$ cat config.mk
export PLATFORM = sky130hd
export DESIGN_NAME = block_fill_demux8
export DESIGN_NICKNAME = d
export VERILOG_FILES = /design/src/rtl/cache_blk_pkg.sv /design/src/rtl/decoder3to8.sv /design/src/rtl/block_fill_demux8.sv
export SDC_FILE = /design/constraint.sdc
export NUM_CORES = 1
export LEC_CHECK = 0
export BUFFER_PORTS_ARGS = -buffer_cell sky130_fd_sc_hd__buf_4
export CAP_MARGIN = 10
export CORE_MARGIN = 1
export CORE_UTILIZATION = 40
export DETAILED_ROUTE_END_ITERATION = 8
export GPL_TIMING_DRIVEN = 0
export PLACE_DENSITY_LB_ADDON = 0.05
export SLEW_MARGIN = 20
export SYNTH_ARGS = -nofsm -noshare
export SYNTH_HDL_FRONTEND = slang
export SYNTH_HIERARCHICAL = 1
export SYNTH_SLANG_ARGS = --single-unit
$ cat constraint.sdc
create_clock -name clk -period 19.85 [get_ports clk]
set_input_delay 0.9925 -clock clk [delete_from_list [all_inputs] [get_ports clk]]
set_output_delay 0.9925 -clock clk [all_outputs]
set_load 0.005 [all_outputs]
$ cat src/rtl/cache_blk_pkg.sv
// Shared constants and fill FSM encoding for the cache block refill path.
package cache_blk_pkg;

  localparam int unsigned BLOCK_W       = 256;
  localparam int unsigned WORD_W        = 32;
  localparam int unsigned WORDS_PER_BLK = BLOCK_W / WORD_W;
  localparam int unsigned NUM_OUT       = 8;
  localparam int unsigned SEL_W         = 3;
  localparam int unsigned POS_W         = 3;

  typedef enum logic [1:0] {
    ST_IDLE  = 2'd0,
    ST_FILL  = 2'd1,
    ST_WRITE = 2'd2
  } fill_state_e;

endpackage

$ cat src/rtl/decoder3to8.sv
// Binary slot index to one-hot slot vector.
module decoder3to8
  import cache_blk_pkg::*;
(
  input  logic [SEL_W-1:0]   i_sel,
  output logic [NUM_OUT-1:0] o_onehot_c
);

  // Exactly one bit set for any index.
  always_comb begin
    o_onehot_c        = '0;
    o_onehot_c[i_sel] = 1'b1;
  end

endmodule

$ cat src/rtl/block_fill_demux8.sv
// Collects eight 32-bit refill beats into a 256-bit block and writes it to
// one of eight slots with a single-cycle one-hot write enable.
// Optional: BLOCK_FILL_CRIT_FIRST_EN adds req_word so the first beat lands at
// a chosen word position (critical-word-first refill).
module block_fill_demux8
  import cache_blk_pkg::*;
(
  input  logic               clk,
  input  logic               reset,
  input  logic               req_valid,
  output logic               req_ready,
  input  logic [SEL_W-1:0]   req_sel,
`ifdef BLOCK_FILL_CRIT_FIRST_EN
  input  logic [POS_W-1:0]   req_word,
`endif
  input  logic               beat_valid,
  output logic               beat_ready,
  input  logic [WORD_W-1:0]  beat_data,
  output logic [NUM_OUT-1:0] blk_we,
  output logic [BLOCK_W-1:0] blk_data,
  output logic               busy,
  output logic               done
);

  fill_state_e          r_state;
  fill_state_e          w_next_state;
  logic [SEL_W-1:0]     r_sel;
  logic [POS_W-1:0]     r_cnt;
  logic [POS_W-1:0]     w_pos;
  logic [BLOCK_W-1:0]   r_blk;
  logic [NUM_OUT-1:0]   w_onehot;
  logic                 w_req_fire;
  logic                 w_beat_fire;

`ifdef BLOCK_FILL_CRIT_FIRST_EN
  logic [POS_W-1:0]     r_pos;
  assign w_pos = r_pos;
`else
  assign w_pos = r_cnt;
`endif

  decoder3to8 u_dec (
    .i_sel      (r_sel),
    .o_onehot_c (w_onehot)
  );

  // State register.
  always_ff @(posedge clk or posedge reset) begin
    if (reset) r_state <= ST_IDLE;
    else       r_state <= w_next_state;
  end

  // Next-state and handshake decode.
  always_comb begin
    w_next_state = r_state;
    req_ready    = 1'b0;
    beat_ready   = 1'b0;
    case (r_state)
      ST_IDLE: begin
        req_ready = 1'b1;
        if (req_valid) w_next_state = ST_FILL;
      end
      ST_FILL: begin
        beat_ready = 1'b1;
        if (beat_valid && (r_cnt == POS_W'(WORDS_PER_BLK - 1))) w_next_state = ST_WRITE;
      end
      ST_WRITE: w_next_state = ST_IDLE;
      default:  w_next_state = ST_IDLE;
    endcase
    w_req_fire  = req_valid && req_ready;
    w_beat_fire = beat_valid && beat_ready;
  end

  // Request latch, beat assembly and registered outputs.
  always_ff @(posedge clk or posedge reset) begin
    if (reset) begin
      r_sel  <= '0;
      r_cnt  <= '0;
      r_blk  <= '0;
      blk_we <= '0;
      busy   <= 1'b0;
      done   <= 1'b0;
`ifdef BLOCK_FILL_CRIT_FIRST_EN
      r_pos  <= '0;
`endif
    end else begin
      if (w_req_fire) begin
        r_sel <= req_sel;
        r_cnt <= '0;
`ifdef BLOCK_FILL_CRIT_FIRST_EN
        r_pos <= req_word;
`endif
      end
      if (w_beat_fire) begin
        r_blk[int'(w_pos) * WORD_W +: WORD_W] <= beat_data;
        r_cnt <= r_cnt + POS_W'(1);
`ifdef BLOCK_FILL_CRIT_FIRST_EN
        r_pos <= r_pos + POS_W'(1);
`endif
      end
      blk_we <= (w_next_state == ST_WRITE) ? w_onehot : '0;
      done   <= (w_next_state == ST_WRITE);
      busy   <= (w_next_state != ST_IDLE);
    end
  end

  // Assembly register drives the shared data bus; it holds until the next fill.
  assign blk_data = r_blk;

endmodule

After elaboration in Yosys (flattened, before gate mapping)
Cells that the tools add are included.
W data, S select, Z words.
{"block": "op_classes", "n_lt_le_gt_ge": 2, "addsub": 2, "n_mul": 0, "bitwise": 0, "n_eq_ne": 3, "n_mux": 11, "n_div": 0, "n_shift": 2, "n_reduce_logical": 7}
{"op": "$bwmux W256", "n": 1}
{"op": "$shift A32 B34 Y256 const A", "n": 1}
{"op": "$shiftx A32 B34 Y256", "n": 1}
{"op": "$neg A8 Y34", "n": 1}
{"op": "$mux W8", "n": 1}
{"op": "$mux W3", "n": 2}
{"op": "$logic_and A1 B1 Y1", "n": 4}
{"op": "$lt A3 B4 Y1 const B", "n": 1}
{"op": "$mux W2", "n": 2}
{"op": "$pmux W2 S2", "n": 1}
{"op": "$reduce_bool A2 Y1", "n": 2}
{"op": "$add A3 B1 Y3 const B", "n": 1}
{"op": "$demux W1 S3", "n": 1}
{"op": "$eq A3 B3 Y1 const B", "n": 1}
{"op": "$ge A3 B1 Y1 const B", "n": 1}
{"op": "$mux W1", "n": 3}
{"op": "$eq A2 B1 Y1 const B", "n": 1}
{"op": "$eq A2 B2 Y1 const B", "n": 1}
{"op": "$logic_not A2 Y1", "n": 1}
{"block": "totals", "word_cells": 34, "latch_bits": 0, "input_bits": 39, "memories": 0, "ramBits": 0, "out_inout_bits": 268, "ff_bits": 274, "rom_bits": 0}

Longest topological paths before layout
{"block": "logic_depth", "depth_word": 6, "ltp_mapped": 9, "depth_no_buf": 6}

Hierarchy
The synthesis kept the hierarchy.
{"module": "block_fill_demux8", "seq_area_each_um2": 6856.6, "area_per_inst_um2": 11576.1, "cells_per_inst": 789, "instances": 1}
{"module": "decoder3to8", "seq_area_each_um2": 0.0, "area_per_inst_um2": 65.1, "cells_per_inst": 8, "instances": 1}

Least setup slack after synthesis
OpenSTA, ideal clock, no wires.
{"block": "synth_timing", "path_kind": "register -> register", "from": "register r_cnt[0]", "to": "register r_blk[32], in the netlist blk_data[32]", "setup_slack_ns": 17.477, "path_buffers": 3, "period_less_slack_ns": 2.373, "path_stages_with_launch": 10, "required_ns": 19.725, "t_arrival_ns": 2.248, "setup_ns": 0.125, "path_cell_list": "dfrtp_1 inv_1 ha_1 ha_1 buf_2 o31a_1 and3_1 buf_2 buf_6 mux2_4"}
{"block": "synth_between", "elab_chain_cells": 3, "word_cells_on_any_way": 4, "cone_classes": "1 x add/sub; 2 x shift; 1 x mux"}
{"item": "start: declaration", "line_no": "block_fill_demux8.sv:28", "rtl": "logic [POS_W-1:0] r_cnt;"}
{"item": "start signal: assignment", "line_no": "block_fill_demux8.sv:96", "rtl": "r_cnt <= r_cnt + POS_W'(1);"}
{"item": "$neg A8 Y34 (*)", "line_no": "block_fill_demux8.sv:95", "rtl": "r_blk[int'(w_pos) * WORD_W +: WORD_W] <= beat_data;"}
{"item": "$shiftx A32 B34 Y256 / $shift A32 B34 Y256 (equally long branches)", "line_no": "block_fill_demux8.sv:95"}
{"item": "$bwmux W256 (*)", "line_no": "block_fill_demux8.sv:95"}
{"item": "end signal: indexed assignment", "line_no": "block_fill_demux8.sv:95"}
{"item": "end: declaration", "line_no": "block_fill_demux8.sv:30", "rtl": "logic [BLOCK_W-1:0] r_blk;"}
Every way passes the cells marked *; elsewhere a longest branch is shown, timed or not.
A chain may end at the register's enable or synchronous reset.

Worst setup path after layout
{"block": "layout_timing", "from": "register r_cnt[0]", "to": "register r_blk[236], in the netlist blk_data[236]"}
The elaborated chain is that of the path after synthesis.

==> summary.md <==
| Metric | Value |
|---|---|
| Status | completed |
| M1 GR Usage | 28.1% |
| Die Y | 173 um |
| Top cell type's share of synthesized area | 58.9% |
| # hold bufs at CTS | 0 |
| Min Tclk post-route | 3.11 ns |
| Worst Skew | 0.00819 ns |
| Worst Setup Path Type | reg -> reg |
| Tot GR Track Use | between 20 and 25% |
| DP Worst Slack | about 17 ns |
| Slew headroom | 26.9% |
| Critical Path RT | 20.34 ns |
| Number of routed nets with antenna violations | 0 |
| Wirelength per Cell | 19.7 um |
| Via count | 7330 |
| Vias per inst | 4.74 |
| Die X | ~170 um |
| Crit path top cell by count | ha_1 |
| Async S/R FF share, synth | 100% |
| Max Slew Vio Count | 0 |
| Primary FF master, synth | dfrtp_1 |
| CTS Sinks | 274 |
| Buffers & Inverters on Critical Path | 2 |
| Endpoints failing hold | 0 |
| First-pass GRT wire length | 47.1 mm |
| Power Density | 142 nW/um^2 |
| Cell Chain, Critical Path | inv_1 > ha_1 > ha_1 > nor3b_1 > clkbuf_1 > and2_1 > mux2_2 |
| Worst Slack Setup Final | 16.74 ns |
| CP max FO | 10 |
| Yosys warnings | 6 |
| Slowest cell on crit path | nor3b_1 |
| CTS resizes | 0 |
| Tcrit/Tclk final | 15.7% |
| Hold Worst Slack | ~0.44 ns |
| Netlist cell types | 30 |
| Final #Nets | 1184 |
| Psw | 0.690 mW |
| Buffers on Ports | 306 |
| Reg2reg end | blk_data[236]$_DFFE_PP0P_ |
| # setup viols final | 0 |
| Critical Path Max Stage Delay | 0.92 ns |
| Total CTS buffers | 31 |
| Routing usage on met2 | 31.4% |
| Fmax | around 320 MHz |
| CTS H-tree lvls | 1 |
| Worst r2r path cells | 7 |
| Clock Tree Buf Depth | 3 |
| Initial Util | 40.6% |
| Clock slew at reported path FFs | 0.06 ns |
| Clock root buffer | clkbuf_16 |
| Crit path from | r_cnt[0]$_DFFE_PP0P_ |
| Max Cap Viol | 0 |
| Utilization after layout | 54.0% |
| Drt first pass iters | 4 |
| Mapped Cells | 797 |
| Hold Path Class | in -> async |
| Clk_lat worst skew | between 0.5 and 0.6 ns |
| Critical path's top delay family | simple AND/OR/NAND/NOR gates |
| Critical Path Stages | 7 |
| Reg-to-reg setup timing slack | 16.74 ns |
| Residual DRC | 0 |
| Overflow left after global routing | 0 |
| Crit path DAT | about 3.6 ns |
| Syn Area/Cell | 14.6 sq um |
| Initial antenna violation count | 0 |
| Startpoint Class | flop |
| Post-detail-place hpwl | 21.5 mm |
| Sw Share | 31.4% |
| Clock power frac | 24.9% |
| Crit path to | blk_data[236]$_DFFE_PP0P_ |
| Pleak | 8.13 nW |
| Reg-to-Reg Start | r_cnt[0]$_DFFE_PP0P_ |
| Fin Setup TNS | 0 ns |
| EDFF count, synth | 0 |
| Core area | 28700 sq um |
| I/O Pins | a little over 300 |
| Post-CTS setup buffers | 0 |
| Unrepaired setup endpoints after global routing | no |
| TritonCTS clock tree | built |
| Layout fillers | 2522 |
| Peak supply drop | 0.0000747 V |
| Met3 GRT Util | 5.74% |
| Endpoint type of the worst setup path | flop |
| Routed WL | slightly above 30 mm |
| GRT Max-Usage Layer | met2 |
| Vias in the first global route | 7679 |
| Register area share after synthesis | approximately 59% |
| Area Overhead vs Synth | 33.1% |
| Final GP Congestion | 0.764 |
| Number of cell rows | just over 60 |
| Yosys reg bits | roughly 270 |
| DRT iter0 DRCs | 360 |
| Post-synth top area cell | dfrtp_1 |
| Die area | 29800 sq um |
| P_int | 1.51 mW |
| Gate power share | approximately 37% |
| Largest net degree at the start of global routing | 93 |
| Post-synth net total | ~840 |
| Post-Syn Area | approximately 12000 sq um |
| Sequential Power Share | a little under two fifths |
| Actual slew at the worst max-slew pin | between 1 and 1.5 ns |
| Largest cells by area after synthesis | dfrtp_1 (59%), mux2_2 (9.4%), mux2_4 (7.7%), mux2_1 (6.8%), and2_1 (5.3%) |
| Layout cell share with drive strength beyond 1 | 47.5% |
cell usage after synthesis (2+ instances only):
library cell and instances:
dfrtp_1 274, and2_1 99, mux2_2 97, mux2_1 70
mux2_4 60, inv_1 39, mux2i_1 33, nand2_1 32
buf_6 21, clkbuf_1 14, and3_1 12, buf_2 8
ha_1 6, nor3b_1 5, and3b_2 3, nor2_1 3
nor4b_4 3, o22ai_1 3, a22oi_1 2, and3b_1 2
nor3_1 2
per-layer routing:
layer  vias to the layer above  wire (um)
met5                         -          0
met4                         0        770
met3                        44       2180
met2                       217      13700
met1                      3675      13800
li1                       3394          -
logic make-up (layout without fill, tap and decap cells):
kind of cell,after synthesis,after routing,synth area share (%)
compound gates,8,8,0.484
fa+ha+maj,6,6,0.645
buf+inv,82,446,4.08
flops,274,274,58.9
mux,260,260,26.7
other cells,0,1,0
simple gates,167,167,9.16
placed cells by master (no fill, tap or decap), types with 2 or more instances in the layout:
cell       instances
buf_6             21
and3b_1            2
inv_1             38
nor4b_4            3
dfrtp_1          274
nor3b_1            4
o22ai_1            3
mux2i_1           33
buf_16             3
a22oi_1            2
ha_1               6
buf_2              8
clkinv_2           5
and3_1            12
and3b_2            3
clkbuf_1          24
nor3_1             2
and2_1            99
mux2_1            70
nor2_1             3
clkbuf_8           7
nand2_1           32
buf_4            306
mux2_4            60
mux2_2            97
clkbuf_16         31
power by group through the flow:
stage	combinational, mW	clock (mW)	sequential (mW)
detailed placement	0.834	0	0.837
finish	0.819	0.548	0.832
global placement	0.823	0	0.836
CTS	0.835	0.564	0.832
floorplan	0.411	0	0.839
global route	0.888	0.584	0.855
layout make-up:
cell class / count / area, sq um / share of cell area, %
inverter: 39 / 154 / 0.994
multi-input combinational: 441 / 4310 / 27.9
tap: 384 / 480 / 3.10
sequential: 274 / 6860 / 44.3
antenna: 1 / 2.50 / 0.0162
buffer: 43 / 329 / 2.12
timing repair buffer: 309 / 2380 / 15.4
clock buffer: 48 / 910 / 5.87
clock inverter: 7 / 62.6 / 0.404
worst min-delay path by stage:
stage,from,end,slack [ns],cells past startpoint
4_1_cts,reset,blk_data[74]$_DFFE_PP0P_,0.43,2
3_3_place_gp,blk_data[119]$_DFFE_PP0P_,blk_data[119]$_DFFE_PP0P_,0.47,1
3_5_place_dp,blk_data[224]$_DFFE_PP0P_,blk_data[224]$_DFFE_PP0P_,0.48,1
2_1_floorplan,blk_data[100]$_DFFE_PP0P_,blk_data[100]$_DFFE_PP0P_,0.48,1
6_report,reset,blk_data[204]$_DFFE_PP0P_,0.44,2
5_1_grt,reset,blk_data[74]$_DFFE_PP0P_,0.44,2
registers in the layout, summed over array words and instances (netlist names):
signal and count:
r_sel 3, r_cnt 3, done 1, r_state 2, blk_data 256, blk_we 8, busy 1
stage by stage:
stage	std cells	cell area [sq um]	power, mW
floorplan	797	11600	1.25
global placement	1487	14400	1.66
detailed placement	1490	14500	1.67
CTS	1545	15500	2.23
global route	1545	15500	2.33
finish	1546	15500	2.20
worst reg2reg max path: cells and delay by family (launching register included):
family                   cells  cell delay (ns)
adder cells (fa/ha/maj)      2             0.51
buffers and inverters        2             0.63
flip-flops                   1             0.57
multiplexers                 1             0.16
AND/OR/NAND/NOR              2             1.16
Power figures use the tool's default switching activity.
